[config.mk]
export PLATFORM = sky130hd
export DESIGN_NAME = bcd_seg_scan
export DESIGN_NICKNAME = d
export VERILOG_FILES = /design/src/rtl/calc_pkg.sv /design/src/rtl/bcd_to_seg7.sv /design/src/rtl/bcd_seg_scan.sv
export SDC_FILE = /design/constraint.sdc
export NUM_CORES = 1
export LEC_CHECK = 0
export ABC_CLOCK_PERIOD_IN_PS = 6700
export CORE_MARGIN = 2
export CORE_UTILIZATION = 60
export CTS_CLUSTER_SIZE = 14
export DETAILED_ROUTE_END_ITERATION = 7
export HOLD_SLACK_MARGIN = 0.1
export PLACE_DENSITY = 0.84
export SLEW_MARGIN = 20
export SYNTH_ARGS = -nofsm -noshare
export SYNTH_HDL_FRONTEND = slang
export SYNTH_SLANG_ARGS = --single-unit
[constraint.sdc]
create_clock -name clk -period 6.7 [get_ports clk]
set_clock_uncertainty 0.1 [all_clocks]
set_input_delay 1.34 -clock clk [delete_from_list [all_inputs] [get_ports clk]]
set_output_delay 1.34 -clock clk [all_outputs]
set_load 0.1 [all_outputs]
[src/rtl/calc_pkg.sv]
// Shared constants for the calculator display path: BCD digit width and
// active-low {g,f,e,d,c,b,a} seven-segment patterns.
package calc_pkg;

    localparam int BCD_W = 4;

    localparam logic [6:0] SEG_BLANK = 7'h7F;
    localparam logic [6:0] SEG_DASH  = 7'h3F;

    localparam logic [6:0] SEG_0 = 7'h40;
    localparam logic [6:0] SEG_1 = 7'h79;
    localparam logic [6:0] SEG_2 = 7'h24;
    localparam logic [6:0] SEG_3 = 7'h30;
    localparam logic [6:0] SEG_4 = 7'h19;
    localparam logic [6:0] SEG_5 = 7'h12;
    localparam logic [6:0] SEG_6 = 7'h02;
    localparam logic [6:0] SEG_7 = 7'h78;
    localparam logic [6:0] SEG_8 = 7'h00;
    localparam logic [6:0] SEG_9 = 7'h10;

    // Non-decimal codes 10-15 render blank rather than hex glyphs.
    function automatic logic [6:0] seg7_of(input logic [BCD_W-1:0] digit);
        case (digit)
            4'd0:    return SEG_0;
            4'd1:    return SEG_1;
            4'd2:    return SEG_2;
            4'd3:    return SEG_3;
            4'd4:    return SEG_4;
            4'd5:    return SEG_5;
            4'd6:    return SEG_6;
            4'd7:    return SEG_7;
            4'd8:    return SEG_8;
            4'd9:    return SEG_9;
            default: return SEG_BLANK;
        endcase
    endfunction

endpackage

[src/rtl/bcd_to_seg7.sv]
// Combinational BCD digit to active-low seven-segment decoder with a
// blank override.
module bcd_to_seg7
    import calc_pkg::*;
(
    input  logic [BCD_W-1:0] digit,
    input  logic             blank,
    output logic [6:0]       seg
);

    always_comb begin
        seg = SEG_BLANK;
        if (!blank)
            seg = seg7_of(digit);
    end

endmodule

[src/rtl/bcd_seg_scan.sv]
// Double-buffered multiplexed seven-segment scanner for a packed-BCD result.
// Define SEG_LZB_EN to blank leading zeros above the most-significant digit.
module bcd_seg_scan
    import calc_pkg::*;
#(
    parameter int IN_DIGITS  = 10,
    parameter int NUM_DIGITS = 8,
    parameter int SCAN_DIV   = 50000
) (
    input  logic                       clk,
    input  logic                       rst_n,
    input  logic                       bcd_valid,
    input  logic [BCD_W*IN_DIGITS-1:0] bcd_digits,
    output logic                       bcd_ready,
    output logic [NUM_DIGITS-1:0]      an,
    output logic [6:0]                 seg,
    output logic                       dp,
    output logic                       frame_tick
);

    localparam int PS_W  = $clog2(SCAN_DIV);
    localparam int IDX_W = (NUM_DIGITS > 1) ? $clog2(NUM_DIGITS) : 1;

    logic [PS_W-1:0]              prescaler;
    logic [IDX_W-1:0]             idx;
    logic                         started;
    logic                         pend_full;
    logic [BCD_W*IN_DIGITS-1:0]   pending;
    logic [BCD_W*IN_DIGITS-1:0]   shadow;
    logic [NUM_DIGITS-1:0][6:0]   dec_seg;
    logic [NUM_DIGITS-1:0][6:0]   seg_arr;
    logic                         overflow;
    logic                         scan_wrap;
    logic                         last_digit;
    logic                         boundary;
    logic                         accept;

    assign scan_wrap  = (prescaler == PS_W'(SCAN_DIV - 1));
    assign last_digit = (idx == IDX_W'(NUM_DIGITS - 1));
    assign boundary   = scan_wrap && last_digit;
    assign accept     = bcd_valid && !pend_full;
    assign bcd_ready  = !pend_full;
    assign dp         = 1'b1;

    // Any non-zero digit that has no physical position means the value cannot be shown.
    always_comb begin
        overflow = 1'b0;
        for (int k = NUM_DIGITS; k < IN_DIGITS; k++)
            overflow = overflow | (shadow[k*BCD_W +: BCD_W] != '0);
    end

`ifdef SEG_LZB_EN
    logic [IDX_W-1:0] msd;

    // Digit 0 is the floor so a zero value still shows a single "0".
    always_comb begin
        msd = '0;
        for (int k = 1; k < NUM_DIGITS; k++)
            if (shadow[k*BCD_W +: BCD_W] != '0)
                msd = IDX_W'(k);
    end
`endif

    for (genvar d = 0; d < NUM_DIGITS; d++) begin : g_dig
        logic blank;
`ifdef SEG_LZB_EN
        assign blank = (IDX_W'(d) > msd);
`else
        assign blank = 1'b0;
`endif
        bcd_to_seg7 u_dec (
            .digit (shadow[d*BCD_W +: BCD_W]),
            .blank (blank),
            .seg   (dec_seg[d])
        );
        assign seg_arr[d] = overflow ? SEG_DASH : dec_seg[d];
    end

    always_ff @(posedge clk) begin
        if (!rst_n) begin
            prescaler  <= '0;
            idx        <= '0;
            started    <= 1'b0;
            pend_full  <= 1'b0;
            pending    <= '0;
            shadow     <= '0;
            frame_tick <= 1'b0;
            an         <= '1;
            seg        <= SEG_BLANK;
        end else begin
            prescaler  <= scan_wrap ? '0 : prescaler + 1'b1;
            frame_tick <= boundary;
            if (scan_wrap) begin
                started <= 1'b1;
                idx     <= last_digit ? '0 : idx + 1'b1;
            end
            // Accept needs an empty pending slot and transfer needs a full one, so they never collide.
            if (accept) begin
                pending   <= bcd_digits;
                pend_full <= 1'b1;
            end else if (boundary && pend_full) begin
                shadow    <= pending;
                pend_full <= 1'b0;
            end
            // Stay dark until the first scan step so the bank never flashes digit 0 out of reset.
            an  <= started ? ~(NUM_DIGITS'(1) << idx) : '1;
            seg <= started ? seg_arr[idx] : SEG_BLANK;
        end
    end

endmodule

==> results.yml <==
power_and_ir_drop:
  p_switching_uw: 457.3
  irDropWorstVdd_mv: 0.2313
  seqPwrFrac: 0.490
  p_sw_frac: 0.2106
  p_per_area_nw_per_um2: 228.5
  p_int_mw: 1.713
  pwr-share-comb: 0.040
  total_power_mw: 2.171
  p_clk_frac: 0.470
  p_leak_nw: 3.678
setup_path:
  path_buf_inv: 0
  crit_path_cell_trace: "ha_1 > ha_1 > nand2_1 > nor2_8 > nand2_1 > a21boi_2 > ha_1 > nor3_1 > or3_1 > o21ai_1"
  path_delay_family: "simple AND/OR/NAND/NOR gates"
  critPathLaunchType: "register"
  cp.required_ns: 6.96
  arrival_ns: 3.96
  cp_slowest_stage_delay_ns: 0.83
  worst_path_max_delay_cell: "dfxtp_1"
  critical_path.max_fanout: 54
  crit_type: "register to register"
  crit_top_cell: "ha_1"
  cp-end-kind: "register"
route:
  wl_per_cell_um: 15.46
  drt.antenna.violating_nets: 0
  route.vias.total: 6417
  drt_wl_total_mm: 17.64
  firstDrtPassIters: 7
  drt_iter0_drc: 641
  via_per_inst: 5.624
  route.detailed.drc: 0
timing:
  tightest_slew_ns: 0.9692
  report.final.slew_viol_count: 0
  rsz0062_at_grt: "no"
  fmax_mhz: 269.8
  hold_viol: 0
  slew_headroom: 0.3518
  setup_tns_ns: 0
  fin_crit_ns: 3.706
  timing.final.crit_share: 0.5531
  hold_ws_ns: 0.3653
  setup_viol: 0
floorplan:
  fp.coreArea_um2: 13350
  dieHeight_um: 121.3
  dieWidth_um: 121.3
  die-area_um2: 14720
  io_pins: 61
  start_util: 0.6190
  rows: 42
cts:
  cts_buffers: 17
  hold_buffers: 0
  cts_num_sinks: 173
  clock_path_buffers: 2
  cts_tree: "yes"
  cts_resized: 0
  path_clk_slew_ns: 0.06
  htree_levels: 4
  cts_root_buffer: "clkbuf_16"
  insertion_delay_ns: 0.42
  cts_setup_buffers: 0
synth:
  synth_edf_count: 0
  async_flop_share: 0
  syn_inst: 918
  postSynthAreaPerCell_um2: 9.000
  synth_flop_cell: "dfxtp_1"
  syn-num-nets: 1008
  synth_area_leaders: "dfxtp_1 42%, nand2_1 8.7%, ha_1 7.1%"
  yosysUniqueCellTypes: 61
  netlist.area_leader.share: 0.4192
  yosysMostFrequentCell: "nand2_1"
  ys_warn_count: 0
  synth_area_leader_cell: "dfxtp_1"
  ys_ff_latch: 173
  synth_seq_area_share: 0.4192
  netlist_area_um2: 8262
  synth_common_cells: "192 x nand2_1, 173 x dfxtp_1, 69 x a21boi_0"
status:
  status: "completed"
grt:
  grt_pass1_vias: 6154
  grt_use_total: 0.2514
  overflow: 0
  grt_max_degree: 85
  grt_first_pass_wirelength_mm: 29.49
  antenna_found_initial: 0
placement:
  place_area_um2: 8879
  hpwl_mm: 12.00
  gp_congestion: 0.8809
  io_buffer_count: 59
cells_and_area:
  drive_gt1_frac: 0.1026
  diodes: 0
  syn2layout_area_growth_pct: 14.98
  final_nets: 1042
  fill_cells: 998
  final_core_util: 0.7117
  design_area_um2: 9499
run:
  maxCapViolations: 0
worst_hold_path:
  hold_path.class: "register to register"
## power by group through the flow
| stage | clock network, mW | logic [mW] | registers, mW |
|---|---|---|---|
| 2_1_floorplan | 0 | 0.0538 | 1.08 |
| 3_3_place_gp | 0 | 0.0858 | 1.08 |
| 3_5_place_dp | 0 | 0.0871 | 1.08 |
| 4_1_cts | 1.03 | 0.0874 | 1.06 |
| 5_1_grt | 1.07 | 0.0970 | 1.06 |
| 6_report | 1.02 | 0.0870 | 1.06 |
## per-stage QoR
step	worst slack, ns	instances
2_1_floorplan	3.354	918
3_3_place_gp	3.029	1109
5_1_grt	2.702	1141
6_report	2.994	1141
4_1_cts	2.792	1141
3_5_place_dp	2.848	1109
## sequential cells by signal (all words and copies together) (netlist names)
signal and flops:
dec_seg 56, frame_tick 1, an 8, pending 40, shadow 40, idx 3, pend_full 1, seg 7
prescaler 16, started 1
## worst register-to-register path, cell delays in order, from the launching register on
cell and delay, ns:
dfxtp_1 0.83, ha_1 0.32, ha_1 0.25, nand2_1 0.22, nor2_8 0.64, nand2_1 0.21
a21boi_2 0.27, ha_1 0.22, nor3_1 0.06, or3_1 0.39, o21ai_1 0.13
## final cells by class
type,instances,area [µm²],area share
multi-input combinational,650,4400,0.4633
sequential,173,3465,0.3647
timing repair buffer,63,618.1,0.06507
clock buffer,22,484.2,0.05097
tap,176,220.2,0.02318
inverter,47,176.4,0.01857
clock inverter,10,135.1,0.01423
## cell families (layout without fill, tap and decap cells)
group / Yosys count / count (layout) / share of synthesized area
AO/OA/AOI/OAI: 206 / 206 / 0.1749
AND/OR/NAND/NOR: 336 / 336 / 0.1879
flip-flops: 173 / 173 / 0.4192
multiplexers: 47 / 47 / 0.08405
buffers and inverters: 95 / 142 / 0.04846
XOR/XNOR: 13 / 13 / 0.01378
adder cells (fa/ha/maj): 47 / 47 / 0.07118
other: 1 / 1 / 0.0004539
## cell usage in the layout (no fill, tap or decap), types with 9 or more instances in the layout
cell type | Yosys | layout
ha_1 | 47 | 47
nor3_1 | 13 | 13
mux2i_1 | 24 | 24
dfxtp_1 | 173 | 172
nand3_1 | 32 | 32
o21ai_0 | 57 | 57
inv_1 | 44 | 44
a21boi_2 | 17 | 17
mux4_2 | 14 | 14
clkbuf_16 | 0 | 17
and3_1 | 9 | 9
nand2_1 | 192 | 192
a21oi_1 | 20 | 20
nor2_1 | 38 | 38
clkdlybuf4s50_1 | 0 | 58
a21boi_0 | 69 | 69
xor2_1 | 10 | 10
nor2b_1 | 17 | 16
## metal layers
metal	share of wire	global-route usage	vias up
met5	0	0	-
met4	0.016	0.06609	0
met3	0.057	0.06297	28
met2	0.46	0.3996	188
met1	0.47	0.3430	3009
li1	-	-	3192
## worst paths after layout
path | start | slack (ns) | cells past startpoint | to
setup / recovery | idx[1]$_SDFFE_PN0P_ | 2.99 | 10 | dec_seg[34]$_DFF_P_
hold / removal | shadow[36]$_SDFFE_PN0N_ | 0.37 | 2 | shadow[36]$_SDFFE_PN0N_
setup reg to reg | idx[1]$_SDFFE_PN0P_ | 2.99 | 10 | dec_seg[34]$_DFF_P_
hold reg to reg | shadow[36]$_SDFFE_PN0N_ | 0.37 | 2 | shadow[36]$_SDFFE_PN0N_
Note: power is estimated with default switching activity, not from simulation.
